===== config.mk =====
export PLATFORM = sky130hd
export DESIGN_NAME = addac_result_buffer
export DESIGN_NICKNAME = d
export VERILOG_FILES = /design/src/rtl/addac_result_buffer.sv
export SDC_FILE = /design/constraint.sdc
export NUM_CORES = 1
export LEC_CHECK = 0
export BUFFER_PORTS_ARGS = -buffer_cell sky130_fd_sc_hd__buf_4
export CORE_MARGIN = 4
export CORE_UTILIZATION = 50
export DETAILED_ROUTE_END_ITERATION = 12
export PLACE_DENSITY = 0.79
export SLEW_MARGIN = 20
export SYNTH_ARGS = -nofsm -noshare
export SYNTH_HDL_FRONTEND = slang
export SYNTH_SLANG_ARGS = --single-unit

===== constraint.sdc =====
create_clock -name clk -period 7.4 [get_ports clk]
set_clock_uncertainty 0.15 [all_clocks]
set_input_delay 1.48 -clock clk [delete_from_list [all_inputs] [get_ports clk]]
set_output_delay 1.48 -clock clk [all_outputs]
set_load 0.01 [all_outputs]

===== src/rtl/addac_result_buffer.sv =====
// Result FIFO behind the ADDAC datapath: buffers {cout, s} entries for a slower sink,
// counts carry-out results (saturating) and flags drops caused by a full FIFO.
module addac_result_buffer #(
    parameter int DATA_W = 4,
    parameter int DEPTH  = 8,
    parameter int CNT_W  = 8
) (
    input  logic                     clk,
    input  logic                     rst,
    input  logic                     in_valid,
    input  logic                     in_cout,
    input  logic [DATA_W-1:0]        in_s,
    input  logic                     rd_en,
    input  logic                     clr_flags,
    output logic                     out_valid,
    output logic                     out_cout,
    output logic [DATA_W-1:0]        out_s,
    output logic                     full,
    output logic                     empty,
    output logic [$clog2(DEPTH):0]   level,
    output logic [CNT_W-1:0]         carry_cnt,
    output logic                     overflow
);

    localparam int AW = $clog2(DEPTH);
    localparam int LW = AW + 1;
    localparam int EW = DATA_W + 1;
    localparam logic [CNT_W-1:0] CNT_MAX = {CNT_W{1'b1}};

    logic [EW-1:0]     mem_q [DEPTH];
    logic [AW-1:0]     wr_ptr_q, wr_ptr_d;
    logic [AW-1:0]     rd_ptr_q, rd_ptr_d;
    logic [LW-1:0]     level_q, level_d;
    logic              out_valid_q, out_valid_d;
    logic              out_cout_q, out_cout_d;
    logic [DATA_W-1:0] out_s_q, out_s_d;
    logic [CNT_W-1:0]  carry_cnt_q, carry_cnt_d;
    logic              overflow_q, overflow_d;

    logic full_s, empty_s, wr_acc_s, rd_acc_s, drop_s;
    logic [EW-1:0] head_s;

    assign full_s   = (level_q == LW'(DEPTH));
    assign empty_s  = (level_q == {LW{1'b0}});
    // A full FIFO still takes a write when the head leaves in the same cycle.
    assign wr_acc_s = in_valid && (!full_s || rd_en);
    assign rd_acc_s = rd_en && !empty_s;
    assign drop_s   = in_valid && full_s && !rd_en;
    assign head_s   = mem_q[rd_ptr_q];

    // Next-state logic for pointers, occupancy, read-out register and flags.
    always_comb begin
        wr_ptr_d    = wr_ptr_q;
        rd_ptr_d    = rd_ptr_q;
        level_d     = level_q;
        out_valid_d = rd_acc_s;
        out_cout_d  = out_cout_q;
        out_s_d     = out_s_q;
        carry_cnt_d = carry_cnt_q;
        overflow_d  = overflow_q;

        if (wr_acc_s) begin
            wr_ptr_d = wr_ptr_q + AW'(1);
        end else begin
            wr_ptr_d = wr_ptr_q;
        end

        if (rd_acc_s) begin
            rd_ptr_d   = rd_ptr_q + AW'(1);
            out_cout_d = head_s[EW-1];
            out_s_d    = head_s[DATA_W-1:0];
        end else begin
            rd_ptr_d   = rd_ptr_q;
        end

        case ({wr_acc_s, rd_acc_s})
            2'b10:   level_d = level_q + LW'(1);
            2'b01:   level_d = level_q - LW'(1);
            default: level_d = level_q;
        endcase

        // Clear takes priority over holding, but a same-cycle carry write still counts.
        if (clr_flags) begin
            carry_cnt_d = (wr_acc_s && in_cout) ? CNT_W'(1) : {CNT_W{1'b0}};
        end else if (wr_acc_s && in_cout && (carry_cnt_q != CNT_MAX)) begin
            carry_cnt_d = carry_cnt_q + CNT_W'(1);
        end else begin
            carry_cnt_d = carry_cnt_q;
        end

        if (drop_s) begin
            overflow_d = 1'b1;
        end else if (clr_flags) begin
            overflow_d = 1'b0;
        end else begin
            overflow_d = overflow_q;
        end
    end

    // Control and output registers.
    always_ff @(posedge clk or posedge rst) begin
        if (rst) begin
            wr_ptr_q    <= {AW{1'b0}};
            rd_ptr_q    <= {AW{1'b0}};
            level_q     <= {LW{1'b0}};
            out_valid_q <= 1'b0;
            out_cout_q  <= 1'b0;
            out_s_q     <= {DATA_W{1'b0}};
            carry_cnt_q <= {CNT_W{1'b0}};
            overflow_q  <= 1'b0;
        end else begin
            wr_ptr_q    <= wr_ptr_d;
            rd_ptr_q    <= rd_ptr_d;
            level_q     <= level_d;
            out_valid_q <= out_valid_d;
            out_cout_q  <= out_cout_d;
            out_s_q     <= out_s_d;
            carry_cnt_q <= carry_cnt_d;
            overflow_q  <= overflow_d;
        end
    end

    // Entry storage; stale contents are unreachable once the pointers reset.
    always_ff @(posedge clk) begin
        if (wr_acc_s) begin
            mem_q[wr_ptr_q] <= {in_cout, in_s};
        end
    end

    assign out_valid = out_valid_q;
    assign out_cout  = out_cout_q;
    assign out_s     = out_s_q;
    assign full      = full_s;
    assign empty     = empty_s;
    assign level     = level_q;
    assign carry_cnt = carry_cnt_q;
    assign overflow  = overflow_q;

endmodule


==> results.json <==
{
  "status": "finished clean",
  "synth_area_um2": 2810,
  "seqCellArea_um2": 1830,
  "drv_cap": 0,
  "grt-ovfl-total": 0,
  "rsz0062_at_grt": "no",
  "relSlewSlack": 0.340,
  "critical-path-max-stage-delay_ns": 0.45,
  "synth-seq-area-share": 0.651,
  "clockRootBuffer": "clkbuf_8",
  "hold_start": "out_s[3]",
  "fp.dieH_um": 82.9,
  "synth_area_leaders": "edfxtp_1 (43%), dfrtp_1 (22%), mux4_2 (8.0%)",
  "grtUsageTotal": 0.168,
  "synthCells": 193,
  "leakage_nw": 1.26,
  "cts.sinks": 65,
  "vias": 1689,
  "synth_top_flop_cell": "edfxtp_1",
  "cts_setup_buffers": 0,
  "h-tree-depth": 3,
  "instances_no_fill": 305,
  "initial_core_util": 0.513,
  "cts_hold_buffers": 0,
  "synth-edff-count": 40,
  "drive_gt1_frac": 0.240,
  "hold_violations": 0,
  "grt_max_degree": 26,
  "power_density_nw_per_um2": 347,
  "first_pass_iters": 4,
  "total_power_mw": 1.14,
  "cp.required_ns": 7.46,
  "cts.clk_slew.worst_paths_ns": 0.07,
  "cts_buffer_depth": 2,
  "critPathCaptureType": "flip-flop",
  "r2r_start": "level[0]",
  "grt_pass1_wl_um": 8940,
  "hold_ws_ns": 0.335,
  "report.final.slew_viol_count": 0,
  "cts_buffers": 9,
  "drc_errors": 0,
  "synth_top_area_cell": "edfxtp_1",
  "yosys_warnings": 0,
  "fin_crit_sh": 0.481,
  "hold_path_end": "out_s[3]",
  "cpMaxStageDelayCell": "a2111oi_0",
  "wl_um": 5290,
  "syn_area_per_cell_um2": 14.5,
  "period_needed_ns": 3.56,
  "setup_viol": 0,
  "finalNetCount": 245,
  "utilization": 0.597,
  "io_pins": 31,
  "hold_path_depth": 2,
  "cp.arrival_ns": 3.62,
  "fp.coreArea_um2": 5470,
  "reg2reg_depth": 9,
  "antenna_found_initial": 0,
  "async_reset_ff_frac": 0.385,
  "place_area_um2": 3100,
  "cp_cell_sequence": "buf_4 -> inv_1 -> a21boi_1 -> inv_1 -> ha_1 -> ha_1 -> a21o_1 -> a2111oi_0 -> nand4b_1 -> nand3_1",
  "hpwl_um": 3730,
  "final_cell_mix": "edfxtp_1 (40), buf_4 (31), dfrtp_1 (25)",
  "ir_worst_vdd_uv": 156,
  "crit_fanout": 5,
  "num_rows": 27,
  "grt_pass1_vias": 1705,
  "synthDistinctLibCells": 40,
  "worst_setup_path_start_kind": "input pin",
  "max_freq_mhz": 281,
  "final_common_cell": "edfxtp_1",
  "reg2reg_slack_ns": 4.19,
  "crit_type": "input pin to flip-flop",
  "drtIter0Drc": 127,
  "clkLatencyLatePin_ns": 0.33,
  "die-area_um2": 6880,
  "placedCellCount": 289,
  "via_per_inst": 5.54,
  "syn2layout_area_growth_pct": 16.4,
  "drtAntennaViolNets": 0,
  "io_buffers": 30,
  "fin_setup_tns_ns": 0,
  "ctsResizeCount": 0,
  "tightestPinTransition_ns": 0.982,
  "die_w_um": 82.9,
  "min-delay-path-class": "flip-flop to flip-flop",
  "fin_ws_ns": 3.84,
  "cts_tree": "done",
  "n_fill_cell": 428,
  "synth-seq-cells": 65,
  "multiInputGateArea_um2": 912,
  "post_drt_wl_per_cell_um": 17.3,
  "diodes": 0,
  "gp_congestion": 0.854,
  "finalInstanceArea_um2": 3270,
  "synth.net_count": 210,
  "r2r_end": "level[3]",
  "synth.top_cell.area_share": 0.428,
  "place_ws_ns": 3.53
}
## synth_stat cells, drive strengths merged (3+ instances only)
cell and count:
nor2 7, mux2i 6, clkbuf 4, dfrtp 25, nand2 18, a21oi 7, ha 6, inv 10
xnor2 4, nor3 5, buf 3, nand3 4, edfxtp 40, o21ai 9, mux4 10, nand2b 3
## area by class of cell
| cell class | instances | share of cell area |
|---|---|---|
| flip-flops and latches | 65 | 0.559 |
| clock inverters | 3 | 0.00574 |
| repair buffers | 31 | 0.0712 |
| inverters | 10 | 0.0115 |
| clock buffers | 13 | 0.0456 |
| multi-input cells | 111 | 0.279 |
| well taps | 72 | 0.0276 |
## kinds of logic (layout without fill, tap and decap cells)
| family | count (synthesis) | count (layout) | share of synthesized area |
|---|---|---|---|
| multiplexers | 17 | 17 | 0.106 |
| AO/OA/AOI/OAI | 31 | 31 | 0.0722 |
| adder cells (fa/ha/maj) | 7 | 7 | 0.0339 |
| buffers and inverters | 17 | 57 | 0.0241 |
| flip-flops | 65 | 65 | 0.651 |
| XOR/XNOR | 6 | 6 | 0.0187 |
| AND/OR/NAND/NOR | 50 | 50 | 0.0945 |
## worst max-delay path, delay by kind of cell
family | cells | cell delay, ns
AOI/OAI and AO/OA | 3 | 0.99
buffers and inverters | 3 | 0.32
and+or+nand+nor | 2 | 0.23
adders and majority gates | 2 | 0.58
## metal layers
layer | part of all wire | track usage | wire length (um)
met1 | 0.45 | 0.220 | 2360
met2 | 0.51 | 0.272 | 2690
met3 | 0.031 | 0.0456 | 164
met4 | 0.014 | 0.0579 | 74
met5 | 0 | 0 | 0
## power by group
group | internal, mW | leakage (nW) | switching (mW)
Clock | 0.131 | 0.0874 | 0.126
Sequential | 0.466 | 0.678 | 0.0943
Combinational | 0.174 | 0.496 | 0.144
Total | 0.771 | 1.26 | 0.365
## flip-flops by register name (all words and copies together) (netlist names)
name,cells
level,4
mem_q,40
out_s,4
rd_ptr_q,3
out_valid,1
overflow,1
out_cout,1
wr_ptr_q,3
carry_cnt,8
## worst max-delay path by stage
stage | from | to | slack (ns) | cells after the start
floorplan | rd_en | level[3] | 3.92 | 9
global placement | rd_en | level[3] | 3.70 | 10
detailed placement | rd_en | level[3] | 3.53 | 10
CTS | rd_en | level[3] | 3.88 | 10
global route | rd_en | level[3] | 3.65 | 10
finish | rd_en | level[3] | 3.84 | 10
Note: power is estimated with default switching activity, not from simulation.
